## src/rtl/rstmgr_req_seq_if.sv

```systemverilog
// Request/status bundle around the per-domain reset request sequencer.
// The slave side is the sequencer; the master side drives requests and feeds back status.
interface rstmgr_req_seq_if #(
  parameter int PowerDomains = 2
);
  logic                    esc_req_i;
  logic                    sw_req_i;
  logic [PowerDomains-1:0] pwr_req_i;
  logic [PowerDomains-1:0] rst_status_ni;
  logic [PowerDomains-1:0] rst_req_o;
  logic                    busy_o;
  logic                    done_o;
  logic                    err_o;

  modport slave (
    input  esc_req_i, sw_req_i, pwr_req_i, rst_status_ni,
    output rst_req_o, busy_o, done_o, err_o
  );

  modport master (
    output esc_req_i, sw_req_i, pwr_req_i, rst_status_ni,
    input  rst_req_o, busy_o, done_o, err_o
  );
endinterface

```

## src/rtl/rstmgr_req_seq.sv

```systemverilog
// Per-power-domain reset request sequencer: merges escalation, software and power-manager
// requests, holds them for a minimum time, then releases Aon first and off domains in order.
module rstmgr_req_seq #(
  parameter int PowerDomains  = 2,
  parameter int HoldCycles    = 16,
  parameter int GapCycles     = 4,
  parameter int TimeoutCycles = 255
) (
  input logic             clk_i,
  input logic             rst_i,
  rstmgr_req_seq_if.slave bus
);

  localparam int PD     = PowerDomains;
  localparam int MaxHG  = (HoldCycles > GapCycles) ? HoldCycles : GapCycles;
  localparam int MaxCnt = (MaxHG > TimeoutCycles) ? MaxHG : TimeoutCycles;
  localparam int CntW   = $clog2(MaxCnt + 1);
  localparam int IdxW   = (PD > 1) ? $clog2(PD) : 1;

  localparam logic [PD-1:0] AllOnes = {PD{1'b1}};
  localparam logic [PD-1:0] OffMask = {PD{1'b1}} << 1;

  typedef enum logic [1:0] {
    StIdle    = 2'd0,
    StAssert  = 2'd1,
    StHold    = 2'd2,
    StRelease = 2'd3
  } state_e;

  state_e            state_q, state_d;
  logic [PD-1:0]     tgt_q, tgt_d;
  logic [PD-1:0]     pend_q, pend_d;
  logic [PD-1:0]     rst_req_q, rst_req_d;
  logic [CntW-1:0]   cnt_q, cnt_d;
  logic [IdxW-1:0]   idx_q, idx_d;
  logic              gap_q, gap_d;
  logic              busy_q, busy_d;
  logic              done_q, done_d;
  logic              err_q, err_d;

  logic [PD-1:0]     req_mask_s;
  logic [PD-1:0]     new_mask_s;
  logic [PD-1:0]     nxt_mask_s;
  logic [CntW-1:0]   cnt_inc_s;

  function automatic logic [IdxW-1:0] lowest_set(input logic [PD-1:0] m);
    lowest_set = {IdxW{1'b0}};
    for (int i = PD - 1; i >= 0; i--) begin
      lowest_set = m[i] ? IdxW'(i) : lowest_set;
    end
  endfunction

  function automatic logic [PD-1:0] above_mask(input logic [IdxW-1:0] idx);
    for (int i = 0; i < PD; i++) begin
      above_mask[i] = (IdxW'(i) > idx);
    end
  endfunction

  function automatic logic [PD-1:0] onehot(input logic [IdxW-1:0] idx);
    for (int i = 0; i < PD; i++) begin
      onehot[i] = (IdxW'(i) == idx);
    end
  endfunction

  assign req_mask_s = (bus.sw_req_i ? OffMask : {PD{1'b0}}) | bus.pwr_req_i;
  assign new_mask_s = pend_q | {PD{bus.esc_req_i}} | req_mask_s;
  assign nxt_mask_s = tgt_q & above_mask(idx_q);
  assign cnt_inc_s  = cnt_q + CntW'(1);

  // Next-state, target, counter and request computation for the sequencer FSM.
  always_comb begin
    state_d   = state_q;
    tgt_d     = tgt_q;
    pend_d    = pend_q;
    rst_req_d = rst_req_q;
    cnt_d     = cnt_q;
    idx_d     = idx_q;
    gap_d     = gap_q;
    done_d    = 1'b0;
    err_d     = err_q;

    case (state_q)
      StIdle: begin
        rst_req_d = {PD{1'b0}};
        if (new_mask_s != {PD{1'b0}}) begin
          tgt_d     = new_mask_s;
          pend_d    = {PD{1'b0}};
          rst_req_d = new_mask_s;
          cnt_d     = {CntW{1'b0}};
          state_d   = StAssert;
        end else begin
          state_d   = StIdle;
        end
      end

      StAssert: begin
        if (bus.esc_req_i) begin
          tgt_d = AllOnes;
        end else begin
          tgt_d = tgt_q;
        end
        rst_req_d = tgt_d;
        if ((bus.rst_status_ni & tgt_d) == {PD{1'b0}}) begin
          state_d = StHold;
          cnt_d   = {CntW{1'b0}};
        end else if (cnt_q == CntW'(TimeoutCycles - 1)) begin
          err_d   = 1'b1;
          state_d = StHold;
          cnt_d   = {CntW{1'b0}};
        end else begin
          cnt_d   = cnt_inc_s;
        end
        pend_d = pend_q | (req_mask_s & ~tgt_d);
      end

      StHold: begin
        cnt_d = (cnt_q < CntW'(HoldCycles)) ? cnt_inc_s : cnt_q;
        if (bus.esc_req_i) begin
          tgt_d     = AllOnes;
          rst_req_d = AllOnes;
        end else if ((cnt_q >= CntW'(HoldCycles)) &&
                     ((bus.pwr_req_i & tgt_q) == {PD{1'b0}})) begin
          // The first targeted domain is released on the way into RELEASE.
          idx_d     = lowest_set(tgt_q);
          rst_req_d = rst_req_q & ~onehot(lowest_set(tgt_q));
          cnt_d     = {CntW{1'b0}};
          gap_d     = 1'b0;
          state_d   = StRelease;
        end else begin
          rst_req_d = tgt_q;
        end
        pend_d = pend_q | (req_mask_s & ~tgt_d);
      end

      StRelease: begin
        if (bus.esc_req_i) begin
          tgt_d     = AllOnes;
          rst_req_d = AllOnes;
          cnt_d     = {CntW{1'b0}};
          gap_d     = 1'b0;
          state_d   = StAssert;
        end else if (!gap_q) begin
          if (bus.rst_status_ni[idx_q] || (cnt_q == CntW'(TimeoutCycles - 1))) begin
            err_d = err_q | ~bus.rst_status_ni[idx_q];
            cnt_d = {CntW{1'b0}};
            if (nxt_mask_s == {PD{1'b0}}) begin
              done_d  = 1'b1;
              state_d = StIdle;
            end else begin
              gap_d   = 1'b1;
            end
          end else begin
            cnt_d = cnt_inc_s;
          end
        end else begin
          if (cnt_q >= CntW'(GapCycles)) begin
            idx_d     = lowest_set(nxt_mask_s);
            rst_req_d = rst_req_q & ~onehot(lowest_set(nxt_mask_s));
            cnt_d     = {CntW{1'b0}};
            gap_d     = 1'b0;
          end else begin
            cnt_d     = cnt_inc_s;
          end
        end
        pend_d = pend_q | (req_mask_s & ~tgt_d);
      end

      default: begin
        state_d = StIdle;
      end
    endcase

    busy_d = (state_d != StIdle);
  end

  // State and output registers; reset starts a full power-on release sequence.
  always_ff @(posedge clk_i) begin
    if (rst_i) begin
      state_q   <= StHold;
      tgt_q     <= AllOnes;
      pend_q    <= {PD{1'b0}};
      rst_req_q <= AllOnes;
      cnt_q     <= {CntW{1'b0}};
      idx_q     <= {IdxW{1'b0}};
      gap_q     <= 1'b0;
      busy_q    <= 1'b1;
      done_q    <= 1'b0;
      err_q     <= 1'b0;
    end else begin
      state_q   <= state_d;
      tgt_q     <= tgt_d;
      pend_q    <= pend_d;
      rst_req_q <= rst_req_d;
      cnt_q     <= cnt_d;
      idx_q     <= idx_d;
      gap_q     <= gap_d;
      busy_q    <= busy_d;
      done_q    <= done_d;
      err_q     <= err_d;
    end
  end

  assign bus.rst_req_o = rst_req_q;
  assign bus.busy_o    = busy_q;
  assign bus.done_o    = done_q;
  assign bus.err_o     = err_q;

endmodule
```

## src/flat_wrapper.sv

```systemverilog
// flat-port wrapper written by rule: the top's interface ports become plain ports
module rstmgr_req_seq_flat 
#(
  parameter int PowerDomains  = 2,
  parameter int HoldCycles    = 16,
  parameter int GapCycles     = 4,
  parameter int TimeoutCycles = 255
)
  (clk_i, rst_i, bus_esc_req_i, bus_sw_req_i, bus_pwr_req_i, bus_rst_status_ni, bus_rst_req_o, bus_busy_o, bus_done_o, bus_err_o);
  rstmgr_req_seq_if #(.PowerDomains(PowerDomains)) bus_i ();
  input logic clk_i;
  input logic rst_i;
  input wire logic [$bits(bus_i.esc_req_i)-1:0] bus_esc_req_i;
  input wire logic [$bits(bus_i.sw_req_i)-1:0] bus_sw_req_i;
  input wire logic [$bits(bus_i.pwr_req_i)-1:0] bus_pwr_req_i;
  input wire logic [$bits(bus_i.rst_status_ni)-1:0] bus_rst_status_ni;
  output wire logic [$bits(bus_i.rst_req_o)-1:0] bus_rst_req_o;
  output wire logic [$bits(bus_i.busy_o)-1:0] bus_busy_o;
  output wire logic [$bits(bus_i.done_o)-1:0] bus_done_o;
  output wire logic [$bits(bus_i.err_o)-1:0] bus_err_o;
  assign bus_i.esc_req_i = bus_esc_req_i;
  assign bus_i.sw_req_i = bus_sw_req_i;
  assign bus_i.pwr_req_i = bus_pwr_req_i;
  assign bus_i.rst_status_ni = bus_rst_status_ni;
  assign bus_rst_req_o = bus_i.rst_req_o;
  assign bus_busy_o = bus_i.busy_o;
  assign bus_done_o = bus_i.done_o;
  assign bus_err_o = bus_i.err_o;
  rstmgr_req_seq #(.PowerDomains(PowerDomains), .HoldCycles(HoldCycles), .GapCycles(GapCycles), .TimeoutCycles(TimeoutCycles)) u_core (.clk_i(clk_i), .rst_i(rst_i), .bus(bus_i));
endmodule
```

## config.mk

```make
export PLATFORM = sky130hd
export DESIGN_NAME = rstmgr_req_seq_flat
export DESIGN_NICKNAME = d
export VERILOG_FILES = /design/src/rtl/rstmgr_req_seq_if.sv /design/src/rtl/rstmgr_req_seq.sv /design/src/flat_wrapper.sv
export SDC_FILE = /design/constraint.sdc
export NUM_CORES = 1
export LEC_CHECK = 0
export BUFFER_PORTS_ARGS = -buffer_cell sky130_fd_sc_hd__buf_2
export CAP_MARGIN = 20
export CORE_ASPECT_RATIO = 1.5
export CORE_MARGIN = 2
export CORE_UTILIZATION = 62
export CTS_CLUSTER_SIZE = 14
export DETAILED_ROUTE_END_ITERATION = 12
export GPL_TIMING_DRIVEN = 1
export HOLD_SLACK_MARGIN = 0.02
export MAX_ROUTING_LAYER = met4
export PLACE_DENSITY = 0.85
export SYNTH_ARGS = -nofsm -noshare
export SYNTH_HDL_FRONTEND = slang
export SYNTH_SLANG_ARGS = --single-unit
```

## constraint.sdc

```tcl
create_clock -name clk_i -period 2.94 [get_ports clk_i]
set_clock_uncertainty 0.1 [all_clocks]
set_input_delay 0.588 -clock clk_i [delete_from_list [all_inputs] [get_ports clk_i]]
set_output_delay 0.588 -clock clk_i [all_outputs]
set_load 0.005 [all_outputs]
```

Word-level counts from Yosys, hierarchy flattened

Index checks and enable logic that the tools add are counted.

Flip-flop bits (word level): 21
Latch bits: 0
Memory bits (writable): 0
Memory bits (read-only): 0
Input bits: 8
Output and inout bits: 5
Memories: 0

Add/sub/neg operators: 1
Multiply operators: 0
Div/mod/pow operators: 0
Order comparisons: 6
Equality and inequality tests: 16
Shifts and indexed selects: 0
Muxes and demuxes: 64
Bitwise operators: 25
Reductions and logical operators: 15

Operators with widths:

| operator                                                                            | count |
|---|---|
| 8-bit 2-to-1 mux                                                                    | 10 |
| 2-bit 2-to-1 mux                                                                    | 21 |
| 2-bit case mux with 4 select lines                                                  | 4 |
| 8-bit case mux with 4 select lines                                                  | 1 |
| 1-bit 2-to-1 mux                                                                    | 25 |
| 2-bit AND                                                                           | 8 |
| 2-bit by 1-bit inequality test with 1-bit output, second input constant             | 6 |
| 2-bit bitwise OR                                                                    | 6 |
| 6-bit AND reduction                                                                 | 2 |
| 2-bit NOT                                                                           | 5 |
| 8-bit by 1-bit adder with 8-bit output, second input constant                       | 1 |
| 8-bit == test, second input constant                                                | 1 |
| 8-bit by 3-bit greater-or-equal comparator with 1-bit output, second input constant | 1 |
| 8-bit by 5-bit greater-or-equal comparator with 1-bit output, second input constant | 1 |
| 2-bit logical NOT                                                                   | 4 |
| 8-bit by 5-bit less-than comparator with 1-bit output, second input constant        | 1 |
| 2-bit inequality test, second input constant                                        | 4 |
| 2-bit nonzero test                                                                  | 4 |
| 3-bit by 2-bit inequality test with 1-bit output, second input constant             | 2 |
| 1-bit case mux with 2 select lines                                                  | 3 |
| 1-bit NOT                                                                           | 5 |
| 5-bit OR reduction                                                                  | 1 |
| 2-bit == test, second input constant                                                | 2 |
| 3-bit AND reduction                                                                 | 1 |
| 7 further kinds                                                                     | 8 |

Depth between registers and ports, before layout

Gate-level depths: netlist (run 1).

Depth after elaboration: 11
Depth in mapped cells: 7
Mapped depth without buffers: 7

Least setup slack after synthesis (run 1)

OpenSTA, ideal clock, no wires.

Path type: input to register
Start: input port bus_esc_req_i
End: register u_core.busy_q (netlist: u_core.bus.busy_o)
Library setup time: 0.127 ns
Arrival: 1.895 ns
Data required time: 2.713 ns
Setup slack: 0.818 ns
Stages: 6
Path buffers: 1
Cell sequence: buf_2 -> nor4_1 -> nand3_1 -> nand3_1 -> a21oi_1 -> or3_1

Longest elaborated chain between the ends: 7
Elaborated cells between the ends (all ways): 13
Classes of those cells: mux (7); bitwise (3); reduce/logical (3)

RTL lines:

| item                                   | RTL line              | text |
|---|---|---|
| from (decl)                            | flat_wrapper.sv:13    | `input wire logic [$bits(bus_i.esc_req_i)-1:0] bus_esc_req_i;` |
| 2-bit 2-to-1 mux                       | rstmgr_req_seq.sv:97  | `if (bus.esc_req_i) begin` |
| 2-bit 2-to-1 mux                       | rstmgr_req_seq.sv:82  | `case (state_q)` |
| 2-bit AND                              | rstmgr_req_seq.sv:103 | `if ((bus.rst_status_ni & tgt_d) == {PD{1'b0}}) begin` |
| 2-bit logical NOT                      | rstmgr_req_seq.sv:103 |  |
| 2-bit 2-to-1 mux                       | rstmgr_req_seq.sv:103 |  |
| 2-bit case mux with 4 select lines (*) | rstmgr_req_seq.sv:82  |  |
| 2-bit nonzero test (*)                 | rstmgr_req_seq.sv:173 | `busy_d = (state_d != StIdle);` |
| to (signal assigned)                   | rstmgr_req_seq.sv:197 | `busy_q <= busy_d;` |
| to (decl)                              | rstmgr_req_seq.sv:37  | `logic busy_q, busy_d;` |

Mark *: on every way between the ends. The rest lies on a longest branch, timed or not. The select of a mux whose other input is x is not followed.
A chain may end at the register's enable or synchronous reset.

Final worst setup path (run 1)

Start: register u_core.cnt_q[6]
End: register u_core.cnt_q[2]

Longest elaborated chain between the ends: 6
Elaborated cells between the ends (all ways): 16
Classes of those cells: order compare (3); eq/ne (1); mux (10); reduce/logical (2)

RTL lines:

| item                                                                                                 | RTL line              | text |
|---|---|---|
| from (decl)                                                                                          | rstmgr_req_seq.sv:34  | `logic [CntW-1:0] cnt_q, cnt_d;` |
| from (signal assigned)                                                                               | rstmgr_req_seq.sv:183 | `cnt_q <= {CntW{1'b0}};` |
| from (signal assigned)                                                                               | rstmgr_req_seq.sv:194 | `cnt_q <= cnt_d;` |
| branches (longest 5 deep; another with 8-bit by 3-bit greater-or-equal comparator with 1-bit output) | -                     |  |
| 8-bit case mux with 4 select lines (*)                                                               | rstmgr_req_seq.sv:82  |  |

Every way passes the cells marked *.

==> results of run 1 <==
synth_stat cells, types with 2 or more instances:
library cell	number	area [µm²]
sky130_fd_sc_hd__or4_1	2	15.0
sky130_fd_sc_hd__and2_1	3	18.8
sky130_fd_sc_hd__o32ai_1	3	26.3
sky130_fd_sc_hd__ha_1	3	37.5
sky130_fd_sc_hd__dfxtp_1	21	420
sky130_fd_sc_hd__nand4_1	3	18.8
sky130_fd_sc_hd__a21oi_1	12	60.1
sky130_fd_sc_hd__o21a_1	2	15.0
sky130_fd_sc_hd__o22ai_1	2	12.5
sky130_fd_sc_hd__buf_2	2	10.0
sky130_fd_sc_hd__or2_2	2	12.5
sky130_fd_sc_hd__nand3_1	8	40.0
sky130_fd_sc_hd__nor2b_1	5	31.3
sky130_fd_sc_hd__nand2b_1	3	18.8
sky130_fd_sc_hd__o221ai_1	2	17.5
sky130_fd_sc_hd__a31oi_1	2	12.5
sky130_fd_sc_hd__nor2_1	20	75.1
sky130_fd_sc_hd__nand2_1	23	86.3
sky130_fd_sc_hd__nor4_1	2	12.5
sky130_fd_sc_hd__o21ai_0	15	75.1
sky130_fd_sc_hd__a221oi_1	2	17.5
sky130_fd_sc_hd__a211oi_1	2	15.0
sky130_fd_sc_hd__inv_1	6	22.5
sky130_fd_sc_hd__nor3_1	8	40.0
sky130_fd_sc_hd__o211ai_1	4	30.0
sky130_fd_sc_hd__o211a_1	2	20.0
sky130_fd_sc_hd__clkbuf_1	4	15.0
final cells by class:
| class | count | share of cell area [%] |
|---|---|---|
| Clock buffer | 4 | 1.84 |
| Sequential cell | 21 | 29.4 |
| Inverter | 7 | 1.84 |
| Multi-Input combinational cell | 147 | 60.7 |
| Tap cell | 22 | 1.93 |
| Timing Repair Buffer | 12 | 4.21 |
power by group through the flow:
stage / logic [W] / clock network, W / registers (W)
CTS: 0.0000710 / 0.000147 / 0.000307
global route: 0.0000784 / 0.000158 / 0.000309
global placement: 0.0000663 / 0 / 0.000313
detailed placement: 0.0000698 / 0 / 0.000314
finish: 0.0000720 / 0.000144 / 0.000308
floorplan: 0.0000496 / 0 / 0.000309
registers in the layout, summed over array words and instances (netlist names), 2 cells and up:
register,count
u_core.tgt_q,2
u_core.state_q,2
u_core.bus.rst_req_o,2
u_core.cnt_q,8
u_core.pend_q,2
metrics by stage:
step | power, W | hold slack [ns] | worst slack, ns | cell area (µm²)
3_3_place_gp | 0.000379 | 0.341 | 0.678 | 1400
4_1_cts | 0.000526 | 0.372 | 0.799 | 1430
5_1_grt | 0.000546 | 0.385 | 0.663 | 1430
2_1_floorplan | 0.000359 | 0.325 | 0.818 | 1350
6_report | 0.000523 | 0.366 | 0.776 | 1430
3_5_place_dp | 0.000383 | 0.354 | 0.616 | 1400
worst max-delay path by stage:
stage	end	depth (start not counted)	start
finish	u_core.cnt_q[2]	5	u_core.cnt_q[6]
CTS	u_core.cnt_q[2]	5	u_core.cnt_q[6]
detailed placement	u_core.bus.busy_o	6	bus_esc_req_i
global route	u_core.cnt_q[2]	5	u_core.cnt_q[6]
floorplan	u_core.bus.busy_o	6	bus_esc_req_i
global placement	u_core.bus.busy_o	6	bus_esc_req_i
critical path: cells and delay by family (launching register included):
kind	cells	cell delay [ns]
AOI/OAI and AO/OA	3	0.59
DFF	1	0.41
and+or+nand+nor	2	0.98
kinds of logic (layout without fill, tap and decap cells):
logic type / after synthesis / in the layout
AO/OA/AOI/OAI: 56 / 56
flip-flops: 21 / 21
adder cells (fa/ha/maj): 3 / 3
multiplexers: 1 / 1
buffers and inverters: 14 / 23
AND/OR/NAND/NOR: 87 / 87
per-layer routing:
metal / track usage [%] / vias up / wire length (µm)
met5: - / - / 0
met4: 16.1 / 0 / 104
met3: 3.23 / 15 / 190
met2: 53.1 / 66 / 1730
met1: 32.1 / 653 / 1350
li1: - / 692 / -
==> results_dict.tcl, run 1 <==
set metrics [dict create \
    run_status "finished, final reports clean" \
    timing.final.setup_violations 0 \
    tcrit_tclk_final_pct 73.6 \
    comb_power_share_pct 13.7 \
    final_antenna_diode_count 0 \
    slew_at_the_pin_closest_to_its_max_slew_limit_ns 0.594 \
    cp_max_fo 9 \
    setup_fix_bufs_post_cts 0 \
    htreeDepth 1 \
    netlist_area_before_placement_um2 1350 \
    synth_compound_area_share_pct 27.5 \
    crit-reg2reg-launch "u_core.cnt_q[6]" \
    via_count_of_the_first_global_routing_pass 1340 \
    first_pass_grt_wire_length_um 5710 \
    hold_path_class "reg -> reg" \
    synth_enable_flop_cells 0 \
    hold_violations 0 \
    hold_critical_path_endpoint "u_core.bus.rst_req_o[0]" \
    finalWirelength_um 3370 \
    hold_path_startpoint "u_core.bus.rst_req_o[0]" \
    post_synth_fa_ha_maj_area_fraction_pct 2.78 \
    critPathCaptureType "flop" \
    power.clock.fraction_pct 27.5 \
    switching_power_w 0.000150 \
    slew_headroom_pct 60.0 \
    synth_simple_gate_area_share_pct 33.1 \
    fp.dieW_um 42.1 \
    postCtsHoldBufs 0 \
    core_region_area_um2 2050 \
    drc 0 \
    power.leakage_nw 0.589 \
    numCtsBuffers 3 \
    post-route-util_pct 69.6 \
    footprint_of_the_multi_input_gates_um2 867 \
    wl_per_cell_um 15.8 \
    share_seq_of_total_power_pct 58.8 \
    seq_area_frac_synth_pct 31.1 \
    detailed_place_hpwl_um 2500 \
    cts-root-to-sink-buffers 2 \
    synthDistinctLibCells 46 \
    register_area_um2 420 \
    cts_tree "done" \
    worstSkewPairLatency_ns 0.31 \
    slowest_delay_ns 0.58 \
    synth_warnings 0 \
    hold-path-cell-count 2 \
    timing.critical_path.from_type "flop" \
    post_syn_instances 182 \
    crit_type "reg -> reg" \
    routability_congestion_estimate_from_global_placement 0.925 \
    cts_root_buffer "sky130_fd_sc_hd__clkbuf_4" \
    drt_first_iter_violations 70 \
    std_cell_rows 20 \
    route.antenna.remaining_nets 0 \
    drt_first_pass_iters 4 \
    grt_max_degree 16 \
    synth_xor_area_share_pct 0 \
    dieArea_um2 2570 \
    grt.overflow.total 0 \
    synth.mux.area_fraction_pct 0.834 \
    post_cts.resized_instances 0 \
    nFillCells 187 \
    share_of_flip_flops_with_an_asynchronous_set_or_reset_pct 0 \
    final_common_cell "sky130_fd_sc_hd__nand2_1" \
    reg2reg_depth 5 \
    drt-vias-per-instance 6.69 \
    synthesis.area_per_instance_um2 7.42 \
    rsz_0062_raised_after_global_routing "false" \
    clk_pin_slew_ns 0.12 \
    setup_total_negative_slack_ns 0 \
    grt_antenna_before_repair 0 \
    rrSetupSlack_ns 0.78 \
    drive_above_1_share_pct 12.6 \
    maxClockFrequency_mhz 462 \
    flow.area_growth_from_synthesis_pct 5.75 \
    max-cap-violations 0 \
    finalWorstPathRequiredPeriod_ns 2.16 \
    finish.net_count 203 \
    place.port_buffers 12 \
    die_h_um 61.2 \
    power_per_cell_area_nw_per_um2 367 \
    layout.cells.most_common_list "sky130_fd_sc_hd__nand2_1, sky130_fd_sc_hd__dfxtp_1, sky130_fd_sc_hd__nor2_1" \
    p_sw_share_pct 28.6 \
    layout.cells.non_filler 213 \
    clock_sink_count 21 \
    dpl.cell_count 209 \
    final-max-slew-violation-count 0 \
    boundaryPins 13 \
    path_cells "or4_4 > or3_4 > o22ai_1 > o211ai_1 > a22oi_1" \
    cell_internal_pwr_w 0.000374 \
    global_route.usage.total_pct 29.5 \
    worstPathRequired_ns 3.07 \
    regToRegEndpoint "u_core.cnt_q[2]" \
    ys.flop_type "sky130_fd_sc_hd__dfxtp_1" \
    via_count 1426 \
    timing.critical_path.arrival_ns 2.30 \
    floorplan.initialDensity_pct 65.8 \
    timing.critical_path.slowest_stage_cell "sky130_fd_sc_hd__or4_4" \
    syn_nets 193 \
    irDropWorstVdd_v 0.000242 \
    ys_ff_latch 21 \
    dominant_combinational_cell_family_by_area_after_synthesis "simple AND/OR/NAND/NOR gates" \
]
Note: power is estimated with default switching activity, not from simulation.
==> inputs of run 2 (changes only) <==
--- a/config.mk
+++ b/config.mk
@@ -5,17 +5,18 @@
 export SDC_FILE = /design/constraint.sdc
 export NUM_CORES = 1
 export LEC_CHECK = 0
+export ABC_AREA = 1
 export BUFFER_PORTS_ARGS = -buffer_cell sky130_fd_sc_hd__buf_2
 export CAP_MARGIN = 20
 export CORE_ASPECT_RATIO = 1.5
 export CORE_MARGIN = 2
-export CORE_UTILIZATION = 62
+export CORE_UTILIZATION = 58
 export CTS_CLUSTER_SIZE = 14
 export DETAILED_ROUTE_END_ITERATION = 12
 export GPL_TIMING_DRIVEN = 1
 export HOLD_SLACK_MARGIN = 0.02
 export MAX_ROUTING_LAYER = met4
-export PLACE_DENSITY = 0.85
+export PLACE_DENSITY = 0.8
 export SYNTH_ARGS = -nofsm -noshare
 export SYNTH_HDL_FRONTEND = slang
 export SYNTH_SLANG_ARGS = --single-unit
==> constraint.sdc (replaced) <==
create_clock -name clk_i -period 2.15 [get_ports clk_i]
set_clock_uncertainty 0.1 [all_clocks]
set_input_delay 0.43 -clock clk_i [delete_from_list [all_inputs] [get_ports clk_i]]
set_output_delay 0.43 -clock clk_i [all_outputs]
set_load 0.005 [all_outputs]
==> results_dict.tcl, run 2 <==
set metrics [dict create \
    boundaryPins 13 \
    path_cells "nor2_2 > nand4_1 > inv_2 > nand2_1 > nand3_1 > nand2_1 > inv_1" \
    finalWirelength_um 3310 \
    grt.overflow.total 0 \
    synth_top_area_share_pct 29.4 \
    max_flop_register "u_core.cnt_q" \
    dpl.cell_count 259 \
    cts_tree "done" \
    timing.critical_path.from_type "flop" \
    route.antenna.remaining_nets 0 \
    worstPathRequired_ns 2.32 \
    drt_first_iter_violations 45 \
    timing.critical_path.slowest_stage_cell "sky130_fd_sc_hd__dfxtp_1" \
    place_ws_ns 0.361 \
    post_syn_instances 226 \
    worstSkewPairLatency_ns 0.31 \
    drc 0 \
    drive_above_1_share_pct 17.6 \
    synthesis.area_per_instance_um2 6.33 \
    crit_path_frequent_cell "sky130_fd_sc_hd__nand2_1" \
    crit_type "reg -> reg" \
    dieArea_um2 2890 \
    clock_sink_count 21 \
    numCtsBuffers 3 \
    grt_antenna_before_repair 0 \
    first_pass_grt_wire_length_um 5400 \
    drt_first_pass_iters 4 \
    die_h_um 64.8 \
    synthTopCellsByCount "sky130_fd_sc_hd__nand2_1, sky130_fd_sc_hd__inv_1, sky130_fd_sc_hd__dfxtp_1" \
    syn_nets 237 \
    run_status "finished, final reports clean" \
    ys_ff_latch 21 \
    crit_cells 7 \
    rsz_0062_raised_after_global_routing "false" \
    final_cell_area_excluding_filler_cells_um2 1530 \
    reg2reg_depth 7 \
    maxClockFrequency_mhz 604 \
    share_of_flip_flops_with_an_asynchronous_set_or_reset_pct 0 \
    netlist_top_cells_area "sky130_fd_sc_hd__dfxtp_1, sky130_fd_sc_hd__nand2_1, sky130_fd_sc_hd__inv_1, sky130_fd_sc_hd__nand3_1, sky130_fd_sc_hd__nor2_1" \
    detailed_place_hpwl_um 2610 \
    timing.critical_path.arrival_ns 1.82 \
    cp_max_fo 7 \
    tcrit_tclk_final_pct 77.0 \
    synthDistinctLibCells 29 \
    wl_per_cell_um 12.6 \
    flow.area_growth_from_synthesis_pct 7.09 \
    final_antenna_diode_count 0 \
    drt-vias-per-instance 5.41 \
    routability_congestion_estimate_from_global_placement 0.949 \
    critPathTopFamily "simple AND/OR/NAND/NOR gates" \
    critPathCaptureType "flop" \
    slowest_delay_ns 0.37 \
    hold_violations 0 \
    post_cts.resized_instances 0 \
    finalWorstPathRequiredPeriod_ns 1.66 \
    via_count 1424 \
    power_per_cell_area_nw_per_um2 888 \
    cts-root-to-sink-buffers 2 \
    hold-path-cell-count 3 \
    ys.flop_type "sky130_fd_sc_hd__dfxtp_1" \
    core_region_area_um2 2390 \
    slew_headroom_pct 70.1 \
    floorplan.initialDensity_pct 59.7 \
    yosys.cell_count.top_type "sky130_fd_sc_hd__nand2_1" \
    layout.cells.most_common_list "sky130_fd_sc_hd__nand2_1, sky130_fd_sc_hd__inv_1, sky130_fd_sc_hd__dfxtp_1" \
    finalWorstSetupSlack_ns 0.494 \
    final-max-slew-violation-count 0 \
    synth_enable_flop_cells 0 \
    post-route-util_pct 63.9 \
    largest_register_ffs 8 \
    grt_max_degree 13 \
    hold_path_class "in -> reg" \
    max-cap-violations 0 \
    crit_path_buffers_inverters 2 \
    cts_root_buffer "sky130_fd_sc_hd__clkbuf_4" \
    setup_total_negative_slack_ns 0 \
    irDropWorstVdd_v 0.000558 \
    place.port_buffers 12 \
    fp.dieW_um 44.5 \
    postCtsHoldBufs 0 \
    slew_at_the_pin_closest_to_its_max_slew_limit_ns 0.444 \
    std_cell_rows 22 \
    final_common_cell "sky130_fd_sc_hd__nand2_1" \
    nFillCells 234 \
    synth_warnings 0 \
    finish.net_count 251 \
    timing.final.setup_violations 0 \
    power.leakage_nw 0.800 \
    netlist.top_cell.by_area "sky130_fd_sc_hd__dfxtp_1" \
    layout.cells.non_filler 263 \
    htreeDepth 1 \
    global_route.usage.total_pct 25.8 \
    place_area_um2 1500 \
    setup_fix_bufs_post_cts 0 \
    netlist_area_before_placement_um2 1430 \
    clk_pin_slew_ns 0.12 \
    seq_area_frac_synth_pct 29.4 \
    via_count_of_the_first_global_routing_pass 1319 \
]
## run 2: changes by cell type in the layout (fill, tap and decap cells not counted), sizes merged, moves of 4 or more
| cell | before | now |
|---|---|---|
| inv | 6 | 40 |
| nand3 | 8 | 21 |
| o21ai | 15 | 10 |
| o211ai | 4 | 0 |
| nor2b | 5 | 0 |
| nand2 | 23 | 74 |
| a21oi | 12 | 7 |
| xor2 | 0 | 4 |
## run 2: cells by family after synthesis
logic type,synth area share [%]
AND/OR/NAND/NOR,43.7
buffers and inverters,11.6
AO/OA/AOI/OAI,9.62
flip-flops,29.4
XOR/XNOR,3.06
adder cells (fa/ha/maj),2.62
## run 2: metal layers
| layer | part of all wire (%) | GRT usage (%) | routed length [µm] |
|---|---|---|---|
| met5 | 0 | - | 0 |
| met4 | 6.1 | 19.7 | 201 |
| met3 | 3.6 | 2.79 | 119 |
| met2 | 50 | 44.2 | 1650 |
| met1 | 40 | 25.3 | 1340 |
## run 2: report_power, final
group	leakage [nW]	internal [W]	switching [W]	total, W
Clock	0.0177	0.0000696	0.000123	0.000192
Sequential	0.171	0.000461	0.0000655	0.000527
Combinational	0.612	0.000220	0.000421	0.000642
## run 2: worst reg2reg max path, delay by kind of cell (launching register included)
kind | cells | cell delay, ns
AND/OR/NAND/NOR | 5 | 0.84
flip-flops | 1 | 0.37
buffers and inverters | 2 | 0.29
## run 2: layout make-up
class | count | area (µm²) | share of cell area [%]
clock buffers | 3 | 22.5 | 1.47
clock inverters | 1 | 5.00 | 0.327
inverters | 40 | 150 | 9.80
multi-input cells | 162 | 843 | 55.1
flip-flops and latches | 21 | 420 | 27.5
well taps | 24 | 30.0 | 1.96
repair buffers | 12 | 60.1 | 3.92
## run 2: path summary, 6_finish.rpt
path                      endpoint         startpoint  slack (ns)
hold reg to reg   u_core.bus.err_o   u_core.bus.err_o        0.36
setup reg to reg   u_core.cnt_q[0]  u_core.state_q[1]        0.49
setup / recovery   u_core.cnt_q[0]  u_core.state_q[1]        0.49
hold / removal     u_core.tgt_q[0]   bus_pwr_req_i[0]        0.31
## run 2: through the flow
stage	hold slack, ns	total power (W)
floorplan	0.347	0.00101
detailed placement	0.340	0.00117
global placement	0.341	0.00117
CTS	0.313	0.00136
finish	0.314	0.00136
global route	0.325	0.00147
